[src/rtl/game_pkg.sv]
// Shared types and sizing for the memory-game symbol path.
package game_pkg;

    localparam int unsigned SYM_W     = 3;
    localparam int unsigned MAX_LEN   = 25;
    localparam int unsigned PATTERN_W = MAX_LEN * SYM_W;
    localparam int unsigned LEN_W     = $clog2(MAX_LEN + 1);
    localparam int unsigned NUM_LEDS  = 1 << SYM_W;

    typedef logic [SYM_W-1:0] symbol_t;

    typedef enum logic [1:0] {PB_IDLE, PB_ON, PB_GAP, PB_FIN} pb_state_t;

    function automatic symbol_t symbol_at(input logic [PATTERN_W-1:0] pattern,
                                          input logic [LEN_W-1:0]     idx);
        return pattern[SYM_W*idx +: SYM_W];
    endfunction

    function automatic logic [NUM_LEDS-1:0] one_hot(input symbol_t sym);
        logic [NUM_LEDS-1:0] v;
        v      = '0;
        v[sym] = 1'b1;
        return v;
    endfunction

endpackage

[src/rtl/pattern_playback_if.sv]
// Handshake and data bundle between the mode FSMs / pattern register and playback.
interface pattern_playback_if;

    logic                            start;
    logic                            clr;
    logic                            reverse;
    logic [game_pkg::LEN_W-1:0]      len;
    logic [game_pkg::PATTERN_W-1:0]  pattern;
    logic [game_pkg::NUM_LEDS-1:0]   led;
    logic                            busy;
    logic                            done;
    logic [game_pkg::LEN_W-1:0]      sym_idx;

    modport master (
        output start, clr, reverse, len, pattern,
        input  led, busy, done, sym_idx
    );

    modport slave (
        input  start, clr, reverse, len, pattern,
        output led, busy, done, sym_idx
    );

endinterface

[src/rtl/playback_timer.sv]
// Down-counter: loads a value, counts to zero and holds there; expired while at zero.
module playback_timer #(
    parameter int unsigned WIDTH = 9
) (
    input  logic             clock,
    input  logic             rst_n,
    input  logic             load,
    input  logic [WIDTH-1:0] load_val,
    input  logic             en,
    output logic             expired
);

    logic [WIDTH-1:0] count_q;

    always_ff @(posedge clock or negedge rst_n) begin
        if (!rst_n) begin
            count_q <= '0;
        end else if (load) begin
            count_q <= load_val;
        end else if (en && count_q != '0) begin
            count_q <= count_q - WIDTH'(1);
        end
    end

    assign expired = (count_q == '0);

endmodule

[src/rtl/pattern_playback.sv]
// Replays the stored symbol pattern as timed one-hot LED flashes separated by blanks.
module pattern_playback
    import game_pkg::*;
#(
    parameter int unsigned ON_CYCLES  = 500,
    parameter int unsigned OFF_CYCLES = 250
) (
    input logic               clock,
    input logic               rst_n,
    pattern_playback_if.slave pb
);

    localparam int unsigned TMAX = (ON_CYCLES > OFF_CYCLES) ? ON_CYCLES : OFF_CYCLES;
    localparam int unsigned TW   = $clog2(TMAX + 1);
    // Timer is loaded with N-1 so that expiry lands on the N-th cycle of the state.
    localparam logic [TW-1:0] ON_LOAD  = TW'(ON_CYCLES - 1);
    localparam logic [TW-1:0] OFF_LOAD = TW'(OFF_CYCLES - 1);

    pb_state_t              state_q, state_d;
    logic [PATTERN_W-1:0]   pat_q, pat_d;
    logic                   rev_q, rev_d;
    logic [LEN_W-1:0]       len_q, len_d;
    logic [LEN_W-1:0]       idx_q, idx_d;
    logic [NUM_LEDS-1:0]    led_q, led_d;
    logic                   busy_q, busy_d;
    logic                   done_q, done_d;

    logic                   tmr_load;
    logic [TW-1:0]          tmr_val;
    logic                   tmr_en;
    logic                   tmr_expired;
    logic [LEN_W-1:0]       len_clamped;
    logic                   last_sym;

    assign len_clamped = (pb.len > LEN_W'(MAX_LEN)) ? LEN_W'(MAX_LEN) : pb.len;
    assign last_sym    = rev_q ? (idx_q == '0) : (idx_q == len_q - LEN_W'(1));
    assign tmr_en      = (state_q == PB_ON) || (state_q == PB_GAP);

    playback_timer #(
        .WIDTH (TW)
    ) u_timer (
        .clock    (clock),
        .rst_n    (rst_n),
        .load     (tmr_load),
        .load_val (tmr_val),
        .en       (tmr_en),
        .expired  (tmr_expired)
    );

    always_ff @(posedge clock or negedge rst_n) begin
        if (!rst_n) begin
            state_q <= PB_IDLE;
            pat_q   <= '0;
            rev_q   <= 1'b0;
            len_q   <= '0;
            idx_q   <= '0;
            led_q   <= '0;
            busy_q  <= 1'b0;
            done_q  <= 1'b0;
        end else begin
            state_q <= state_d;
            pat_q   <= pat_d;
            rev_q   <= rev_d;
            len_q   <= len_d;
            idx_q   <= idx_d;
            led_q   <= led_d;
            busy_q  <= busy_d;
            done_q  <= done_d;
        end
    end

    always_comb begin
        state_d  = state_q;
        pat_d    = pat_q;
        rev_d    = rev_q;
        len_d    = len_q;
        idx_d    = idx_q;
        tmr_load = 1'b0;
        tmr_val  = ON_LOAD;
        if (pb.clr) begin
            state_d = PB_IDLE;
            idx_d   = '0;
        end else begin
            unique case (state_q)
                PB_IDLE: begin
                    if (pb.start) begin
                        pat_d = pb.pattern;
                        rev_d = pb.reverse;
                        len_d = len_clamped;
                        idx_d = '0;
                        if (len_clamped == '0) begin
                            state_d = PB_FIN;
                        end else begin
                            state_d  = PB_ON;
                            tmr_load = 1'b1;
                            if (pb.reverse) idx_d = len_clamped - LEN_W'(1);
                        end
                    end
                end
                PB_ON: begin
                    if (tmr_expired) begin
                        state_d  = PB_GAP;
                        tmr_load = 1'b1;
                        tmr_val  = OFF_LOAD;
                    end
                end
                PB_GAP: begin
                    if (tmr_expired) begin
                        if (last_sym) begin
                            state_d = PB_FIN;
                        end else begin
                            state_d  = PB_ON;
                            tmr_load = 1'b1;
                            idx_d    = rev_q ? idx_q - LEN_W'(1) : idx_q + LEN_W'(1);
                        end
                    end
                end
                PB_FIN: begin
                    state_d = PB_IDLE;
                    idx_d   = '0;
                end
                default: begin
                    state_d = PB_IDLE;
                    idx_d   = '0;
                end
            endcase
        end
    end

    // Outputs are computed from next state so they register in step with it.
    always_comb begin
        led_d  = (state_d == PB_ON) ? one_hot(symbol_at(pat_d, idx_d)) : '0;
        busy_d = (state_d != PB_IDLE);
        done_d = (state_d == PB_FIN);
    end

    assign pb.led     = led_q;
    assign pb.busy    = busy_q;
    assign pb.done    = done_q;
    assign pb.sym_idx = idx_q;

endmodule

[src/flat_wrapper.sv]
// flat-port wrapper written by rule: the top's interface ports become plain ports
module pattern_playback_flat import game_pkg::*;
#(
    parameter int unsigned ON_CYCLES  = 500,
    parameter int unsigned OFF_CYCLES = 250
)
  (clock, rst_n, pb_start, pb_clr, pb_reverse, pb_len, pb_pattern, pb_led, pb_busy, pb_done, pb_sym_idx);
  pattern_playback_if pb_i ();
  input logic clock;
  input logic rst_n;
  input wire logic [$bits(pb_i.start)-1:0] pb_start;
  input wire logic [$bits(pb_i.clr)-1:0] pb_clr;
  input wire logic [$bits(pb_i.reverse)-1:0] pb_reverse;
  input wire logic [$bits(pb_i.len)-1:0] pb_len;
  input wire logic [$bits(pb_i.pattern)-1:0] pb_pattern;
  output wire logic [$bits(pb_i.led)-1:0] pb_led;
  output wire logic [$bits(pb_i.busy)-1:0] pb_busy;
  output wire logic [$bits(pb_i.done)-1:0] pb_done;
  output wire logic [$bits(pb_i.sym_idx)-1:0] pb_sym_idx;
  assign pb_i.start = pb_start;
  assign pb_i.clr = pb_clr;
  assign pb_i.reverse = pb_reverse;
  assign pb_i.len = pb_len;
  assign pb_i.pattern = pb_pattern;
  assign pb_led = pb_i.led;
  assign pb_busy = pb_i.busy;
  assign pb_done = pb_i.done;
  assign pb_sym_idx = pb_i.sym_idx;
  pattern_playback #(.ON_CYCLES(ON_CYCLES), .OFF_CYCLES(OFF_CYCLES)) u_core (.clock(clock), .rst_n(rst_n), .pb(pb_i));
endmodule
[config.mk]
export PLATFORM = sky130hd
export DESIGN_NAME = pattern_playback_flat
export DESIGN_NICKNAME = d
export VERILOG_FILES = /design/src/rtl/game_pkg.sv /design/src/rtl/pattern_playback_if.sv /design/src/rtl/playback_timer.sv /design/src/rtl/pattern_playback.sv /design/src/flat_wrapper.sv
export SDC_FILE = /design/constraint.sdc
export NUM_CORES = 1
export LEC_CHECK = 0
export CAP_MARGIN = 10
export CORE_MARGIN = 3
export CORE_UTILIZATION = 43
export DETAILED_ROUTE_END_ITERATION = 8
export GPL_TIMING_DRIVEN = 0
export PLACE_DENSITY_LB_ADDON = 0.08
export SLEW_MARGIN = 30
export SYNTH_ARGS = -nofsm -noshare
export SYNTH_HDL_FRONTEND = slang
export SYNTH_HIERARCHICAL = 1
export SYNTH_SLANG_ARGS = --single-unit
[constraint.sdc]
create_clock -name clock -period 5.9 [get_ports clock]
set_input_delay 0.59 -clock clock [delete_from_list [all_inputs] [get_ports clock]]
set_output_delay 0.59 -clock clock [all_outputs]
set_load 0.03 [all_outputs]
[Word level (Yosys, flattened, before mapping)]
Index checks and enable logic that the tools add are counted.
Cells by class
  $add $sub $neg: 5
  multipliers: 1
  magnitude comparators: 3
  equality and inequality tests: 6
  shifts and indexed selects: 1
  muxes and demuxes: 35
  bitwise gates (word level): 1
  reductions and logical operators: 11
Operators with widths (number)
  $mux 75: 3
  $shiftx 75x8->3: 1
  $mux 9: 5
  $mux 5: 8
  $pmux 5 s3: 1
  $sub 5x1->5 const B: 3
  $mux 2: 6
  $logic_not 5->1: 2
  $logic_not 9->1: 1
  $reduce_bool 9->1: 1
  $sub 9x1->9 const B: 1
  $mux 1: 8
  $mux 8: 1
  $pmux 2 s4: 1
  $mul 2x5->7 const A: 1
  $eq 2x2->1 const B: 3
  $add 5x1->5 const B: 1
  $eq 5x5->1: 1
  $gt 5x5->1 const B: 1
  $eq 2x1->1 const B: 2
  $lt 3x4->1 const B: 1
  $reduce_bool 2->1: 2
  $demux 1 s3: 1
  $ge 3x1->1 const B: 1
  6 further kinds: 7
Storage, ports and cells
  register bits after elaboration: 107
  input port bits: 85
  output and inout bits: 15
  word-level logic and storage cells: 72

[Logic depth before layout (Yosys ltp)]
Gate-level depths: netlist of the first run.
  depth in word-level cells: 15
  depth in mapped cells: 18
  depth with buffers taken out: 16

[Modules after synthesis]
The synthesis of the first run kept the hierarchy.
By module, submodules not included
  pattern_playback: times used 1, cells each 458, area each 5175.0 um^2, sequential area each 2452.4 um^2
  playback_timer: times used 1, cells each 75, area each 624.3 um^2, sequential area each 225.2 um^2

[Least setup slack after synthesis of the first run]
Ideal clock, no wire load.
  path type: input to register
  start: input port pb_len[2]
  end: register u_core.led_q[3] (netlist: u_core/pb.led[3])
  library setup time: 0.120 ns
  arrival: 3.953 ns
  data required time: 5.780 ns
  slack: 1.827 ns
  stages on the path: 17
  path through: or2_0 -> a31oi_1 -> ha_1 -> nor4b_4 -> nor2_1 -> a221o_1 -> o31a_1 -> a211oi_2 -> nand2b_1 -> buf_6 -> inv_4 -> buf_6 -> nand2_1 -> a21oi_1 -> or4_1 -> a221o_1 -> and3_1
Between the ends
  cells in the longest elaborated chain, start to end: 15
  elaborated cells between the ends (all ways): 22
  classes of those cells: 1 x add/sub; 1 x mul; 3 x order compare; 1 x eq/ne; 1 x shift; 13 x mux; 2 x reduce/logical
Ends and longest elaborated chain
  from (decl): RTL line flat_wrapper.sv:14  | input wire logic [$bits(pb_i.len)-1:0] pb_len;
  $gt 5x5->1: RTL line pattern_playback.sv:35  | assign len_clamped = (pb.len > LEN_W'(MAX_LEN)) ? LEN_W'(MAX_LEN) : pb.len;
  $mux 5 (*): RTL line pattern_playback.sv:35
  $sub 5x1->5: RTL line pattern_playback.sv:96  | if (pb.reverse) idx_d = len_clamped - LEN_W'(1);
  $mux 5: RTL line pattern_playback.sv:96
  $mux 5 (*): RTL line pattern_playback.sv:91  | if (len_clamped == '0) begin
  $mux 5 (*): RTL line pattern_playback.sv:86  | if (pb.start) begin
  $pmux 5 s3 (*): RTL line pattern_playback.sv:84  | unique case (state_q)
  $mux 5 (*): RTL line pattern_playback.sv:80  | if (pb.clr) begin
  net u_core.idx_d[0]: RTL line pattern_playback.sv:23  | logic [LEN_W-1:0] idx_q, idx_d;
  $mul 2x5->7 (*): RTL line game_pkg.sv:16  | return pattern[SYM_W*idx +: SYM_W];
  $shiftx 75x8->3 (*): RTL line game_pkg.sv:16
  $lt 3x4->1 (implied by the code) / $ge 3x1->1 (equally long branches): RTL line game_pkg.sv:22  | v[sym] = 1'b1;
  $logic_and 1x1->1 (implied by the code): RTL line game_pkg.sv:22
  $mux 1 (implied by the code): RTL line game_pkg.sv:22
  $demux 1 s3 (*)
  $mux 8 (*): RTL line pattern_playback.sv:132  | led_d = (state_d == PB_ON) ? one_hot(symbol_at(pat_d, idx_d)) : '0;
  net u_core.led_d[3]: RTL line pattern_playback.sv:24  | logic [NUM_LEDS-1:0] led_q, led_d;
  to (signal assigned): RTL line pattern_playback.sv:66  | led_q <= led_d;
  to (decl): RTL line pattern_playback.sv:24
The timed path passes the listed nets; every way through them passes the cells marked *.
A chain may end at the register's enable or synchronous reset.

[Worst setup path in the final report of the first run]
  start: input port pb_len[2]
  end: register u_core.led_q[7] (netlist: u_core/pb.led[7])
The elaborated chain is that of the path after synthesis.

==> impl_metrics.py, run 1 <==
metrics = {
    "status": {
        "status": "finished clean",
    },
    "power": {
        "p_leak_nw": 3.11,
        "ir_drop_mv": 0.183,
        "cellPowerDensity_nw_per_um2": 305,
        "fin_total_pwr_mw": 2.24,
    },
    "synth": {
        "netlist_instances": 533,
        "synthArstFlopShare_pct": 100,
        "synth.top_cell.area_share_pct": 46.2,
        "ys_top_cells_by_area": "dfrtp_1 (46%), mux2_2 (15%), mux2i_1 (4.1%), nand2_1 (3.2%), ha_1 (2.2%)",
        "ys_seq_elements": 107,
        "yosysSeqAreaShare_pct": 46.2,
        "synth_commonest_cells": "dfrtp_1 (107), mux2_2 (75), nand2_1 (49), inv_1 (29)",
        "synth_area_sq_um": 5800,
        "yosysMostFrequentCell": "dfrtp_1",
        "avgSynthCellArea_sq_um": 10.9,
        "yosysUniqueCellTypes": 69,
        "yosys_warnings": 6,
        "synth_flop_cell": "dfrtp_1",
        "yosys.area.top_type": "dfrtp_1",
        "synth-edff-count": 0,
    },
    "placed_design": {
        "place_ws_ns": 0.597,
        "place_congestion": 0.892,
        "place_area_sq_um": 7050,
        "dp_hpwl_um": 10900,
        "port-buffer-count": 99,
        "dpl.cell_count": 809,
    },
    "floorplanning": {
        "io_pins": 100,
        "initial_utilization_pct": 45.0,
        "die_y_um": 122,
        "num_rows": 41,
        "design.die.area_sq_um": 14900,
        "die_w_um": 122,
        "core_area_sq_um": 12900,
    },
    "flow_run": {
        "cap_violations": 0,
    },
    "drt": {
        "drt_wl_total_um": 14300,
        "vias": 4487,
        "antenna_left": 0,
        "drtIter0Drc": 355,
        "dr.pass1.iters": 4,
        "drc": 0,
        "viasPerCell": 5.44,
        "wl_per_cell_um": 17.3,
    },
    "worst_setup_path": {
        "cp_num_buf_inv": 4,
        "critPathMaxStageDelay_ns": 0.55,
        "r2r-end": "u_core/pb.led[4]",
        "reg2regPathDepth": 18,
        "crit_family": "compound AO/OA/AOI/OAI gates",
        "worstSetupPathType": "primary input to flop",
        "crit_arrival_ns": 5.17,
        "endpoint_kind": "flop",
        "timing.rr.start": "u_core/u_timer/count_q[0]",
        "r2r_slack_ns": 1.59,
        "cp_max_fo": 10,
        "required_ns": 6.14,
        "critical-path-slowest-cell": "clkdlybuf4s50_1",
        "worstPathCellList": "clkdlybuf4s50_1 > or2_0 > a31oi_1 > ha_1 > nor4b_4 > nor2_1 > a221o_1 > o31a_1 > a211oi_2 > nand2b_1 > buf_6 > inv_4 > buf_6 > nand2_1 > a21oi_1 > or4_1 > a221o_1 > and3_1",
        "critPathLaunchType": "primary input",
    },
    "grt": {
        "grt_overflow_total": 0,
        "use_met2_pct": 33.8,
        "grt_max_degree": 70,
        "track_usage_pct": 20.0,
        "grt_pass1_wl_um": 23100,
        "grt_pass1_vias": 4539,
        "use_met1_pct": 26.3,
        "antenna_found_initial": 0,
        "busiest_layer": "met2",
        "use_met3_pct": 4.60,
    },
    "sta": {
        "slew_violations": 0,
        "max_freq_mhz": 203,
        "setup_viol": 0,
        "hold_ws_ns": 0.134,
        "period_minus_slack_ns": 4.93,
        "slew_headroom_pct": 45.1,
        "tns_ns": 0,
        "fin_crit_sh_pct": 83.6,
        "fin_skew_ns": 0.00558,
        "worst_slack_ns": 0.968,
        "hold_viol": 0,
        "worst_pin_slew_ns": 0.824,
        "rsz0062_at_grt": "no",
    },
    "cts": {
        "clk_pin_slew_worst_paths_ns": 0.07,
        "clock-sinks": 107,
        "cts_root_buf": "clkbuf_16",
        "cts_resized": 0,
        "cts_inserted_buffers": 9,
        "cts_tree": "built",
        "h-tree-depth": 3,
        "clk_latency_ns": 0.34,
        "cts_hold_buf": 0,
        "post_cts_buffers": 0,
        "cts_buffer_depth": 2,
    },
    "finish": {
        "diodes": 0,
        "fin_util_pct": 57.0,
        "drive_gt1_share_pct": 18.1,
        "fin_cells": 825,
        "finalInstanceArea_sq_um": 7340,
        "nets": 744,
        "syn_to_final_growth_pct": 26.6,
    },
    "min_path": {
        "hp-class": "primary input to asynchronous set/reset pin",
    },
}
==> power breakdown <==
group	internal, mW	total, mW	switching, mW
clock network	0.315	0.592	0.277
logic	0.340	0.688	0.349
registers	0.883	0.963	0.0795
total	1.54	2.24	0.705
==> registers in the layout (all words and copies together), names as in the netlist <==
name / cells
u_core/len_q: 5
u_core/pat_q: 75
u_core/pb.busy: 1
u_core/pb.done: 1
u_core/pb.led: 8
u_core/pb.sym_idx: 5
u_core/rev_q: 1
u_core/state_q: 2
u_core/u_timer/count_q: 9
==> worst register-to-register path, cell delays in order, from the launching register on <==
cell,delay [ns]
dfrtp_1,0.42
inv_1,0.10
ha_1,0.20
or4b_1,0.43
buf_2,0.19
nor2_1,0.25
inv_1,0.16
a21oi_1,0.17
o21bai_1,0.09
a311o_1,0.31
o21ai_0,0.22
inv_1,0.14
buf_2,0.26
mux2i_1,0.18
mux2_2,0.28
a32oi_1,0.16
o211ai_1,0.15
a21oi_1,0.35
nor3_1,0.13
==> routing by layer <==
metal	wire [um]	up-vias
met5	0	-
met3	830	12
met1	6130	2217
li1	-	2151
met2	7200	107
met4	124	0
==> worst max-delay path by stage <==
stage | startpoint | end | slack, ns | depth (start not counted)
finish | pb_len[2] | u_core/pb.led[7] | 0.97 | 18
global route | pb_len[2] | u_core/pb.led[6] | 0.60 | 18
CTS | pb_len[2] | u_core/pb.led[4] | 0.95 | 18
detailed placement | pb_len[2] | u_core/pb.led[4] | 0.60 | 18
global placement | rst_n | u_core/pat_q[22] | 0.13 | 1
floorplan | pb_len[2] | u_core/pb.led[3] | 1.83 | 17
==> layout make-up <==
cell class / instances / area, sq um
Fill cell: 1152 / 5530
Clock inverter: 5 / 41.3
Multi-Input combinational cell: 373 / 2890
Inverter: 30 / 115
Buffer: 27 / 128
Clock buffer: 11 / 253
Tap cell: 172 / 215
Sequential cell: 107 / 2680
Timing Repair Buffer: 100 / 1020
==> kinds of logic after synthesis <==
| kind of cell | Yosys count | synth area share (%) |
|---|---|---|
| buffers and inverters | 57 | 4.19 |
| multiplexers | 99 | 18.7 |
| other | 2 | 0.129 |
| AND/OR/NAND/NOR | 138 | 12.5 |
| adder cells (fa/ha/maj) | 11 | 2.50 |
| AO/OA/AOI/OAI | 107 | 14.0 |
| flip-flops | 107 | 46.2 |
| XOR/XNOR | 12 | 1.81 |
==> cells in the final DEF (no fill, tap or decap), types with 5 or more instances in the layout <==
| cell | netlist | final |
|---|---|---|
| ha_1 | 10 | 10 |
| buf_2 | 5 | 5 |
| o211a_1 | 5 | 5 |
| mux2_2 | 75 | 75 |
| nor3_1 | 10 | 10 |
| a21o_1 | 5 | 5 |
| xnor2_1 | 9 | 9 |
| clkdlybuf4s50_1 | 0 | 98 |
| nor2_1 | 24 | 24 |
| nand2b_1 | 10 | 10 |
| conb_1 | 2 | 6 |
| dfrtp_1 | 107 | 107 |
| inv_1 | 29 | 29 |
| o21ai_0 | 11 | 11 |
| o2111ai_1 | 6 | 6 |
| nand3_1 | 8 | 8 |
| mux2i_1 | 24 | 24 |
| clkbuf_1 | 11 | 11 |
| clkbuf_16 | 0 | 9 |
| o211ai_1 | 10 | 10 |
| a21oi_1 | 24 | 24 |
| buf_1 | 7 | 7 |
| or2_2 | 6 | 6 |
| nand2_1 | 49 | 49 |
Note: power is estimated with default switching activity, not from simulation.
==> inputs of run 2 (changes only) <==
clock period = 5 ns   (was 5.9 ns; I/O delays follow)
==> impl_metrics.py, run 2 (synthesized netlist as in run 1, its figures left out) <==
metrics = {
    "status": {
        "status": "finished clean",
    },
    "drt": {
        "vias": 4504,
        "antenna_left": 0,
        "drtIter0Drc": 369,
        "dr.pass1.iters": 5,
        "viasPerCell": 5.45,
        "wl_per_cell_um": 17.3,
        "drt_wl_total_um": 14300,
        "drc": 0,
    },
    "power": {
        "ir_drop_mv": 0.216,
        "p_leak_nw": 3.12,
        "fin_total_pwr_mw": 2.65,
        "cellPowerDensity_nw_per_um2": 360,
    },
    "cts": {
        "cts_tree": "built",
        "cts_root_buf": "clkbuf_16",
        "cts_buffer_depth": 2,
        "clk_latency_ns": 0.35,
        "clk_pin_slew_worst_paths_ns": 0.07,
        "clock-sinks": 107,
        "cts_hold_buf": 0,
        "h-tree-depth": 3,
        "cts_inserted_buffers": 9,
    },
    "worst_setup_path": {
        "r2r-end": "u_core/pb.led[0]",
        "critPathMaxStageDelay_ns": 0.55,
        "worstSetupPathType": "primary input to flop",
        "required_ns": 5.24,
        "critical-path-slowest-cell": "clkdlybuf4s50_1",
        "cp_num_buf_inv": 4,
        "timing.rr.start": "u_core/state_q[0]",
        "worstPathCellList": "clkdlybuf4s50_1 > or2_0 > a31oi_2 > ha_1 > nor4b_4 > nor2_1 > a221o_1 > o31a_1 > a211oi_4 > nand2b_1 > buf_6 > inv_4 > buf_6 > nand2_1 > a21oi_1 > or4_1 > a221o_1 > and3_1",
        "reg2regPathDepth": 12,
        "crit_family": "compound AO/OA/AOI/OAI gates",
        "crit_arrival_ns": 5.01,
        "critPathLaunchType": "primary input",
        "endpoint_kind": "flop",
        "r2r_slack_ns": 0.69,
        "cp_max_fo": 10,
    },
    "grt": {
        "grt_pass1_vias": 4539,
        "grt_pass1_wl_um": 23100,
        "grt_max_degree": 70,
        "grt_overflow_total": 0,
        "track_usage_pct": 20.0,
        "antenna_found_initial": 0,
    },
    "sta": {
        "max_freq_mhz": 210,
        "tns_ns": 0,
        "period_minus_slack_ns": 4.77,
        "slew_headroom_pct": 41.8,
        "fin_skew_ns": 0.00517,
        "hold_viol": 0,
        "slew_violations": 0,
        "worst_slack_ns": 0.231,
        "fin_crit_sh_pct": 95.4,
        "worst_pin_slew_ns": 0.873,
        "setup_viol": 0,
    },
    "finish": {
        "largest_reg_flops": 75,
        "diodes": 0,
        "nets": 745,
        "syn_to_final_growth_pct": 27.1,
        "drive_gt1_share_pct": 18.5,
        "final_common_cell": "dfrtp_1",
        "top_register": "u_core/pat_q",
        "fillCellCount": 1150,
        "final_cell_mix": "dfrtp_1 (107), clkdlybuf4s50_1 (98), mux2_2 (75), nand2_1 (49), inv_1 (29)",
    },
    "floorplanning": {
        "initial_utilization_pct": 45.0,
        "die_y_um": 122,
        "io_pins": 100,
        "die_w_um": 122,
        "design.die.area_sq_um": 14900,
        "core_area_sq_um": 12900,
        "num_rows": 41,
    },
    "placed_design": {
        "port-buffer-count": 99,
        "place_congestion": 0.892,
        "dp_hpwl_um": 10900,
        "place_ws_ns": -0.213,
    },
    "min_path": {
        "hp-class": "primary input to asynchronous set/reset pin",
    },
    "flow_run": {
        "cap_violations": 0,
    },
}
-- run 2: layout make-up --
cell class | instances | area [sq um] | area share, %
Buffer | 27 | 128 | 1.73
Clock buffer | 11 | 253 | 3.43
Clock inverter | 5 | 41.3 | 0.560
Inverter | 30 | 115 | 1.56
Multi-Input combinational cell | 373 | 2910 | 39.5
Sequential cell | 107 | 2680 | 36.3
Tap cell | 172 | 215 | 2.92
Timing Repair Buffer | 101 | 1030 | 13.9
-- run 2: worst reg2reg max path: cells and delay by family (launching register included) --
family,cells,cell delay (ns)
buffers and inverters,5,2.36
multiplexers,1,0.30
flip-flops,1,0.37
adder cells (fa/ha/maj),1,0.28
AND/OR/NAND/NOR,3,0.46
AO/OA/AOI/OAI,2,0.47
-- run 2: repair_timing --
item,in CTS,in global routing
setup endpoints to repair,0,8
gates resized for setup,0,3
setup buffers,0,1
-- run 2: per-stage QoR --
step	hold WS, ns	std cells	area [sq um]	util (%)
finish	0.0449	826	7370	57.2
global route	0.0547	826	7370	57.2
CTS	0.0459	825	7340	57.0
detailed placement	0.425	809	7050	54.7
global placement	0.461	808	7020	54.5
floorplan	0.204	537	5810	-
-- run 2: power breakdown --
group | internal (mW) | total, mW | switching, mW
clock | 0.372 | 0.700 | 0.328
sequential | 1.04 | 1.14 | 0.0946
combinational | 0.403 | 0.818 | 0.415
total | 1.82 | 2.65 | 0.838
-- run 2: how the worst max path moves through the flow --
stage | depth (start not counted) | to | startpoint | slack (ns)
after detailed placement | 18 | u_core/pb.led[4] | pb_len[2] | -0.21
after global routing | 18 | u_core/pb.led[2] | pb_len[2] | -0.01
after floorplan | 17 | u_core/pb.led[3] | pb_len[2] | 1.02
final | 18 | u_core/pb.led[7] | pb_len[2] | 0.23
after global placement | 1 | u_core/pat_q[22] | rst_n | -0.68
after CTS | 18 | u_core/pb.led[4] | pb_len[2] | 0.14
-- run 2: routing by layer --
layer / GRT usage (%) / share of wire [%]
met4: 4.13 / 0.52
met3: 4.60 / 4.1
met1: 26.3 / 45
met5: 0 / 0
met2: 33.8 / 50
==> inputs of run 3 (changes only) <==
CORE_ASPECT_RATIO = 0.6   (was unset)
REMOVE_ABC_BUFFERS = 1   (was unset)
==> impl_metrics.py, run 3 (synthesized netlist as in run 1, its figures left out) <==
metrics = {
    "drt": {
        "wl_per_cell_um": 17.7,
        "dr.pass1.iters": 5,
        "antenna_left": 0,
        "drc": 0,
        "viasPerCell": 5.56,
        "drt_wl_total_um": 14200,
        "drtIter0Drc": 258,
        "vias": 4467,
    },
    "cts": {
        "clk_pin_slew_worst_paths_ns": 0.07,
        "cts_hold_buf": 0,
        "cts_buffer_depth": 2,
        "cts_inserted_buffers": 9,
        "cts_tree": "built",
        "clk_latency_ns": 0.34,
        "clock-sinks": 107,
        "h-tree-depth": 3,
        "cts_root_buf": "clkbuf_16",
    },
    "sta": {
        "worst_pin_slew_ns": 0.892,
        "tns_ns": 0,
        "setup_viol": 0,
        "fin_skew_ns": 0.00852,
        "fin_crit_sh_pct": 94.7,
        "slew_violations": 0,
        "rsz0062_at_grt": "no",
        "worst_slack_ns": 0.264,
        "period_minus_slack_ns": 4.74,
        "max_freq_mhz": 211,
        "slew_headroom_pct": 40.5,
        "hold_viol": 0,
    },
    "finish": {
        "drive_gt1_share_pct": 18.6,
        "top_register": "u_core/pat_q",
        "nets": 724,
        "largest_reg_flops": 75,
        "fillCellCount": 1115,
        "syn_to_final_growth_pct": 25.9,
        "diodes": 0,
        "final_common_cell": "dfrtp_1",
        "fin_util_pct": 56.1,
        "final_cell_mix": "dfrtp_1 (107), clkdlybuf4s50_1 (98), mux2_2 (75), nand2_1 (49), inv_1 (29)",
        "fin_cells": 803,
    },
    "floorplanning": {
        "num_rows": 32,
        "design.die.area_sq_um": 15000,
        "io_pins": 100,
        "initial_utilization_pct": 44.6,
        "die_y_um": 96.0,
        "die_w_um": 156,
        "core_area_sq_um": 13000,
    },
    "placed_design": {
        "port-buffer-count": 99,
        "dp_hpwl_um": 10500,
        "place_congestion": 0.836,
        "place_ws_ns": -1.15,
        "dpl.cell_count": 783,
    },
    "worst_setup_path": {
        "crit_start": "pb_len[2]",
        "critPathLaunchType": "primary input",
        "endpoint_kind": "flop",
        "worstSetupPathType": "primary input to flop",
        "timing.rr.start": "u_core/u_timer/count_q[0]",
        "crit_family": "compound AO/OA/AOI/OAI gates",
        "crit_arrival_ns": 4.97,
        "cp_max_fo": 18,
        "critPathMaxStageDelay_ns": 0.56,
        "worstPathCellList": "clkdlybuf4s50_1 > or2_0 > a31oi_1 > ha_1 > nor4b_4 > nor2_1 > a221o_1 > o31a_1 > a211oi_4 > nand2b_4 > inv_4 > nand2_1 > a21oi_1 > or4_1 > a221o_1 > and3_1",
        "crit_top_cell": "a221o_1",
        "critical-path-slowest-cell": "or4_1",
        "cp_num_buf_inv": 2,
        "required_ns": 5.23,
    },
    "status": {
        "status": "finished clean",
    },
    "power": {
        "fin_total_pwr_mw": 2.64,
        "ir_drop_mv": 0.169,
        "cellPowerDensity_nw_per_um2": 362,
        "p_leak_nw": 3.11,
    },
    "grt": {
        "track_usage_pct": 19.6,
        "grt_overflow_total": 0,
        "grt_pass1_wl_um": 23000,
        "grt_pass1_vias": 4404,
        "grt_max_degree": 65,
        "antenna_found_initial": 1,
    },
    "flow_run": {
        "cap_violations": 0,
    },
    "min_path": {
        "hp-class": "primary input to asynchronous set/reset pin",
    },
}
-- run 3: changes by cell type in the layout (fill, tap and decap cells not counted), moves of 2 or more --
cell,previous run,this run
clkbuf_1,11,1
inv_6,2,0
buf_1,7,0
buf_2,5,0
buf_4,2,4
clkinv_4,0,4
-- run 3: layout make-up --
cell class	count	area (sq um)	area share, %
Inverter	30	115	1.58
Clock buffer	11	243	3.32
Sequential cell	107	2680	36.7
Tap cell	170	213	2.91
Multi-Input combinational cell	373	2920	40.0
Timing Repair Buffer	107	1090	14.9
Clock inverter	5	46.3	0.634
-- run 3: metrics by stage --
step | instance area [sq um] | hold slack (ns)
after floorplan | 5690 | 0.204
after global placement | 6890 | 0.466
after detailed placement | 6970 | 0.457
after CTS | 7280 | 0.0809
after global routing | 7300 | 0.0927
final | 7300 | 0.0711
-- run 3: path summary, 6_finish.rpt --
check | end | slack [ns] | cells after the start
worst min-delay path | u_core/pat_q[11] | 0.07 | 1
worst max register to register | u_core/pb.led[7] | 0.38 | 17
worst max-delay path | u_core/pb.led[7] | 0.26 | 16
worst min register to register | u_core/pat_q[7] | 0.49 | 2
min in group clock | u_core/pat_q[7] | 0.49 | 2
max in group asynchronous | u_core/u_timer/count_q[0] | 4.25 | 2
-- run 3: what timing repair did --
item / 4_1_cts / 5_1_grt
setup endpoints to repair: 8 / 8
buffers inserted: 1 / 2
pin swaps: 1 / 1
resized for setup: 3 / 0
-- run 3: report_power, final --
part           internal, mW  leakage [nW]  switching (mW)  total [mW]
Sequential             1.04          1.30          0.0957        1.14
Combinational         0.403          1.67           0.415       0.818
Clock                 0.359         0.142           0.326       0.685
-- run 3: worst register-to-register path: cells and delay by family, from the launching register on --
family / cells / cell delay [ns]
adders and majority gates: 1 / 0.20
and+or+nand+nor: 3 / 1.11
buffers and inverters: 4 / 0.78
muxes: 2 / 0.55
AOI/OAI and AO/OA: 7 / 1.50
DFF: 1 / 0.43
-- run 3: per-layer routing --
| metal | track usage [%] | vias to the layer above | share of wire [%] |
|---|---|---|---|
| li1 | - | 2112 | - |
| met1 | 29.6 | 2215 | 50 |
| met2 | 28.7 | 130 | 43 |
| met3 | 4.72 | 8 | 6.2 |
| met4 | 3.45 | 2 | 0.44 |
| met5 | 0 | - | 0.091 |
